==> config.mk <==
export PLATFORM = sky130hd
export DESIGN_NAME = nibble_deserializer
export DESIGN_NICKNAME = d
export VERILOG_FILES = /design/src/rtl/nibble_deserializer.sv
export SDC_FILE = /design/constraint.sdc
export NUM_CORES = 1
export LEC_CHECK = 0
export ABC_AREA = 0
export CAP_MARGIN = 40
export CORE_UTILIZATION = 38
export DETAILED_ROUTE_END_ITERATION = 8
export GPL_TIMING_DRIVEN = 0
export PLACE_DENSITY_LB_ADDON = 0.3
export SYNTH_ARGS = -nofsm -noshare
export SYNTH_HDL_FRONTEND = slang
export SYNTH_SLANG_ARGS = --single-unit
==> constraint.sdc <==
create_clock -name clk -period 2.25 [get_ports clk]
set_input_delay 0.5625 -clock clk [delete_from_list [all_inputs] [get_ports clk]]
set_output_delay 0.5625 -clock clk [all_outputs]
set_load 0.02 [all_outputs]
==> src/rtl/nibble_deserializer.sv <==
// nibble_deserializer: serial-to-parallel word assembler with a 2-entry
// first-word-fall-through output FIFO, frame resync on sof, and optional
// per-word even parity.
// Optional feature macro: PARITY_EN (adds one even-parity slot after each word).

module nibble_deserializer #(
   parameter int unsigned DATA_W    = 4,
   parameter bit          MSB_FIRST = 1'b1
) (
   input  logic              clk,
   input  logic              rst_n,
   input  logic              bit_valid,
   input  logic              bit_in,
   input  logic              sof,
   output logic              bit_ready,
   output logic [DATA_W-1:0] data_out,
   output logic              data_valid,
   input  logic              data_ready,
   output logic              frame_err,
   output logic              parity_err
);

`ifdef PARITY_EN
   localparam int unsigned Slots = DATA_W + 1;
`else
   localparam int unsigned Slots = DATA_W;
`endif
   localparam int unsigned CntW = $clog2(Slots + 1);

   // Assembly state
   logic [DATA_W-1:0] shift_q, shift_d;
   logic [CntW-1:0]   cnt_q, cnt_d;
   logic              frame_err_q, frame_err_d;
   logic              parity_err_q, parity_err_d;

   // FIFO state
   logic [DATA_W-1:0] mem_q [2];
   logic [DATA_W-1:0] mem_d [2];
   logic              wr_ptr_q, wr_ptr_d;
   logic              rd_ptr_q, rd_ptr_d;
   logic [1:0]        occ_q, occ_d;

   logic              accept;
   logic              push;
   logic              pop;
   logic [DATA_W-1:0] push_word;
   logic [DATA_W-1:0] shifted;
   logic [CntW-1:0]   idx;

   assign bit_ready  = (occ_q != 2'd2);
   assign data_valid = (occ_q != 2'd0);
   assign data_out   = mem_q[rd_ptr_q];
   assign frame_err  = frame_err_q;
   assign parity_err = parity_err_q;

   assign accept = bit_valid && bit_ready;
   assign pop    = data_valid && data_ready;

   // Bit assembly: shift, count slots, detect word completion and framing errors
   always_comb begin
      shift_d      = shift_q;
      cnt_d        = cnt_q;
      frame_err_d  = 1'b0;
      parity_err_d = 1'b0;
      push         = 1'b0;
      // sof forces this bit to be slot 0 of a fresh word
      idx          = sof ? '0 : cnt_q;
      if (MSB_FIRST) begin
         shifted = {shift_q[DATA_W-2:0], bit_in};
      end else begin
         shifted = {bit_in, shift_q[DATA_W-1:1]};
      end
      push_word = shifted;

      if (accept) begin
         if (sof && (cnt_q != '0)) begin
            frame_err_d = 1'b1;
         end
         if (idx == CntW'(Slots - 1)) begin
            cnt_d = '0;
`ifdef PARITY_EN
            // Parity slot: shift_q already holds exactly the data bits
            if (((^shift_q) ^ bit_in) != 1'b0) begin
               parity_err_d = 1'b1;
            end else begin
               push      = 1'b1;
               push_word = shift_q;
            end
`else
            push    = 1'b1;
            shift_d = shifted;
`endif
         end else begin
            cnt_d   = idx + CntW'(1);
            shift_d = shifted;
         end
      end
   end

   // FIFO next state: registered push, fall-through head, mod-2 pointers
   always_comb begin
      mem_d    = mem_q;
      wr_ptr_d = wr_ptr_q;
      rd_ptr_d = rd_ptr_q;
      occ_d    = occ_q;
      if (push) begin
         mem_d[wr_ptr_q] = push_word;
         wr_ptr_d        = ~wr_ptr_q;
      end
      if (pop) begin
         rd_ptr_d = ~rd_ptr_q;
      end
      case ({push, pop})
         2'b10:   occ_d = occ_q + 2'd1;
         2'b01:   occ_d = occ_q - 2'd1;
         default: occ_d = occ_q;
      endcase
   end

   // State registers
   always_ff @(posedge clk or negedge rst_n) begin
      if (!rst_n) begin
         shift_q      <= '0;
         cnt_q        <= '0;
         frame_err_q  <= 1'b0;
         parity_err_q <= 1'b0;
         mem_q[0]     <= '0;
         mem_q[1]     <= '0;
         wr_ptr_q     <= 1'b0;
         rd_ptr_q     <= 1'b0;
         occ_q        <= 2'd0;
      end else begin
         shift_q      <= shift_d;
         cnt_q        <= cnt_d;
         frame_err_q  <= frame_err_d;
         parity_err_q <= parity_err_d;
         mem_q        <= mem_d;
         wr_ptr_q     <= wr_ptr_d;
         rd_ptr_q     <= rd_ptr_d;
         occ_q        <= occ_d;
      end
   end

endmodule

==> impl_metrics.env <==
export IMPL_status="completed"
export IMPL_detailedPlace_worstSlack_ps=-186
export IMPL_reg2regPathDepth=7
export IMPL_initial_core_util_pct=40.6
export IMPL_critPathSlowestCell="sky130_fd_sc_hd__clkdlybuf4s50_1"
export IMPL_antenna_cells_inserted=0
export IMPL_area_growth_syn_to_layout_pct=22.9
export IMPL_dieHeight_um=50.8
export IMPL_number_of_instances_in_the_synthesized_netlist=66
export IMPL_synth_commonest_cells="sky130_fd_sc_hd__dfrtp_1 (19), sky130_fd_sc_hd__mux2_1 (9), sky130_fd_sc_hd__mux2_2 (7)"
export IMPL_cts_made_buffers=3
export IMPL_post_dp_hpwl_um=1030
export IMPL_synth_edff_count=0
export IMPL_synthDistinctLibCells=22
export IMPL_static_leakage_nw=0.509
export IMPL_worst_path_largest_cell_delay_ps=530
export IMPL_rsz0062_at_grt="no"
export IMPL_cts_buffer_depth=2
export IMPL_worst_setup_path_startpoint="rd_ptr_q$_DFFE_PN0P_"
export IMPL_place_congestion=0.701
export IMPL_worstSetupEndpoint="data_out[2]"
export IMPL_slew_violations=0
export IMPL_synth_top_area_share_pct=52.5
export IMPL_drc=0
export IMPL_power_switching_mw=0.451
export IMPL_grt_start_max_net_pins=13
export IMPL_worstPathRequired_ps=1690
export IMPL_synth_warning_count=0
export IMPL_worst_path_cell_trace="mux2_2 > clkdlybuf4s50_1"
export IMPL_reg2reg_setup_slack_ps=550
export IMPL_final_setup_tns_ps=0
export IMPL_post_drt_wl_per_cell_um=11.7
export IMPL_drtIter0Drc=0
export IMPL_maximum_frequency_from_static_timing_analysis_mhz=458
export IMPL_final_setup_worst_slack_ps=66.1
export IMPL_htreeDepth=1
export IMPL_latest_clock_arrival_within_the_worst_skew_pair_ps=290
export IMPL_timing_rr_end="occ_q[1]$_DFFE_PN0P_"
export IMPL_path_class="reg2out"
export IMPL_drt_pre_antenna_iters=1
export IMPL_synth_ff_type="sky130_fd_sc_hd__dfrtp_1"
export IMPL_timing_critical_path_arrival_ps=1620
export IMPL_combinationalPowerShare_pct=43.0
export IMPL_hold_worst_slack_ps=497
export IMPL_grt_overflow=0
export IMPL_detailroute_via_count=535
export IMPL_design_portCount=14
export IMPL_reg2reg_from="cnt_q[0]$_DFFE_PN0P_"
export IMPL_layout_drive_gt1_share_pct=22.9
export IMPL_internal_power_mw=0.882
export IMPL_root_buffer="sky130_fd_sc_hd__clkbuf_4"
export IMPL_power_density_nw_per_um2=1200
export IMPL_vias_per_cell=4.82
export IMPL_synth_async_reset_ratio_pct=100
export IMPL_post_route_min_period_ps=2180
export IMPL_min_delay_path_class="reg2reg"
export IMPL_setup_viol=0
export IMPL_power_total_mw=1.33
export IMPL_io_buffers=12
export IMPL_dieWidth_um=50.8
export IMPL_clkPwrFrac_pct=12.4
export IMPL_fp_dieArea_um2=2580
export IMPL_grt_pass1_wl_um=2370
export IMPL_cts_reportedPaths_clkPinSlew_ps=100
export IMPL_hold_buffers=0
export IMPL_layout_nets=92
export IMPL_core_area_um2=2230
export IMPL_gr_util_all_layers_pct=13.1
export IMPL_most_frequently_used_cell_type_in_the_post_synthesis_netlist="sky130_fd_sc_hd__dfrtp_1"
export IMPL_p_seq_share_pct=44.6
export IMPL_crit_fanout=5
export IMPL_nFillCells=220
export IMPL_worst_voltage_drop_across_the_vdd_grid_uv=522
export IMPL_layout_worst_path_cycle_share_pct=97.1
export IMPL_postSynthNetCount=74
export IMPL_critPathLaunchType="flip-flop"
export IMPL_synth_area_leaders="sky130_fd_sc_hd__dfrtp_1 (52%), sky130_fd_sc_hd__mux2_1 (11%), sky130_fd_sc_hd__mux2_2 (8.7%), sky130_fd_sc_hd__nand4_4 (4.7%), sky130_fd_sc_hd__xnor2_1 (2.9%)"
export IMPL_vias_in_the_first_global_route=524
export IMPL_max_cap_violations=0
export IMPL_yosys_area_top_type="sky130_fd_sc_hd__dfrtp_1"
export IMPL_worst_setup_path_end_kind="output port"
export IMPL_clock_sinks=19
export IMPL_sw_frac_of_total_pct=33.8
export IMPL_worst_hold_path_num_cells=1
export IMPL_synth_seq_cells=19
export IMPL_share_of_the_yosys_chip_area_belonging_to_registers_pct=52.5
export IMPL_cts_tree="built"
export IMPL_syn_area_um2=906
export IMPL_syn_area_per_cell_um2=13.7
export IMPL_floorplan_rows=17
export IMPL_postRouteAntennaNets=0
export IMPL_final_hold_vio_count=0
export IMPL_wl_um=1300
export IMPL_antenna_found_initial=0
export IMPL_final_setup_skew_ps=4.33
## worst min-delay path by stage
| stage | from | slack, ps | end |
|---|---|---|---|
| detailed placement | mem_q[1]$_DFFE_PN0P_ | 480 | mem_q[1]$_DFFE_PN0P_ |
| global placement | mem_q[3]$_DFFE_PN0P_ | 470 | mem_q[3]$_DFFE_PN0P_ |
| CTS | mem_q[3]$_DFFE_PN0P_ | 500 | mem_q[3]$_DFFE_PN0P_ |
| finish | mem_q[7]$_DFFE_PN0P_ | 500 | mem_q[7]$_DFFE_PN0P_ |
| global route | mem_q[1]$_DFFE_PN0P_ | 520 | mem_q[1]$_DFFE_PN0P_ |
| floorplan | rst_n | 270 | cnt_q[0]$_DFFE_PN0P_ |
## critical path, delay by kind of cell, from the launching register on
kind	cells	cell delay, ps
buffers and inverters	1	530
flip-flops	1	450
multiplexers	1	350
## registers in the layout, summed over array words and instances (netlist names)
register / count
mem_q: 8
cnt_q: 3
shift_q: 3
occ_q: 2
frame_err: 1
rd_ptr_q: 1
wr_ptr_q: 1
## metrics by stage
step                instance area [µm²]  instances  util [%]
global route                       1110        111      49.9
global placement                   1060        106      47.5
CTS                                1100        111      49.4
floorplan                           906         66         -
finish                             1110        111      49.9
detailed placement                 1080        107      48.2
## cells in the final DEF, fill, tap and decap left out
cell type / instances
sky130_fd_sc_hd__a21o_1: 1
sky130_fd_sc_hd__a31oi_1: 2
sky130_fd_sc_hd__and2_1: 2
sky130_fd_sc_hd__buf_4: 1
sky130_fd_sc_hd__buf_6: 1
sky130_fd_sc_hd__buf_8: 1
sky130_fd_sc_hd__clkbuf_1: 1
sky130_fd_sc_hd__clkbuf_4: 3
sky130_fd_sc_hd__clkdlybuf4s50_1: 9
sky130_fd_sc_hd__conb_1: 1
sky130_fd_sc_hd__dfrtp_1: 18
sky130_fd_sc_hd__dfrtp_2: 1
sky130_fd_sc_hd__dlymetal6s2s_1: 3
sky130_fd_sc_hd__ha_1: 1
sky130_fd_sc_hd__ha_2: 1
sky130_fd_sc_hd__mux2_1: 9
sky130_fd_sc_hd__mux2_2: 7
sky130_fd_sc_hd__nand2_2: 1
sky130_fd_sc_hd__nand2b_1: 2
sky130_fd_sc_hd__nand4_1: 1
sky130_fd_sc_hd__nand4_4: 2
sky130_fd_sc_hd__nor2_1: 3
sky130_fd_sc_hd__nor2b_1: 3
sky130_fd_sc_hd__o21a_1: 1
sky130_fd_sc_hd__o31ai_1: 1
sky130_fd_sc_hd__or2_2: 1
sky130_fd_sc_hd__or2b_1: 1
sky130_fd_sc_hd__xnor2_1: 3
sky130_fd_sc_hd__xor2_1: 2
## cell type report
class                      instances  area [µm²]  area share, %
buffer                             2        18.8           1.69
clock buffer                       4        26.3           2.36
multi-input combinational         45         414           37.2
sequential                        19         477           42.8
tap                               28        35.0           3.15
timing repair buffer              13         143           12.8
## metal layers
| metal | share of wire [%] | up-vias | GRT usage, % |
|---|---|---|---|
| met5 | 0 | - | 0 |
| met4 | 2.1 | 0 | 8.33 |
| met3 | 3.8 | 4 | 3.57 |
| met2 | 48 | 10 | 20.2 |
| met1 | 47 | 260 | 16.2 |
| li1 | - | 261 | - |
## kinds of logic after synthesis
logic type                 share of synthesized area (%)
AOI/OAI and AO/OA                                   3.87
xor gates and xnor gates                            4.84
adders and majority gates                           2.76
buffers and inverters                               2.07
DFF                                                 52.5
muxes                                               19.9
other                                              0.414
and+or+nand+nor                                     13.7
## power groups by stage
stage	Clock, mW	Sequential, mW	Combinational (mW)
global route	0.186	0.619	0.629
global placement	0	0.594	0.575
floorplan	0	0.573	0.405
detailed placement	0	0.602	0.587
finish	0.166	0.594	0.573
CTS	0.171	0.597	0.589
## repair_timing
item | 4_1_cts | 5_1_grt
pin swaps | 0 | 0
resized for setup | 1 | 4
endpoints found under the setup margin | 4 | 4
endpoints found under the hold margin | 0 | 0
setup buffers | 0 | 0
(Power assumes the default switching activity.)
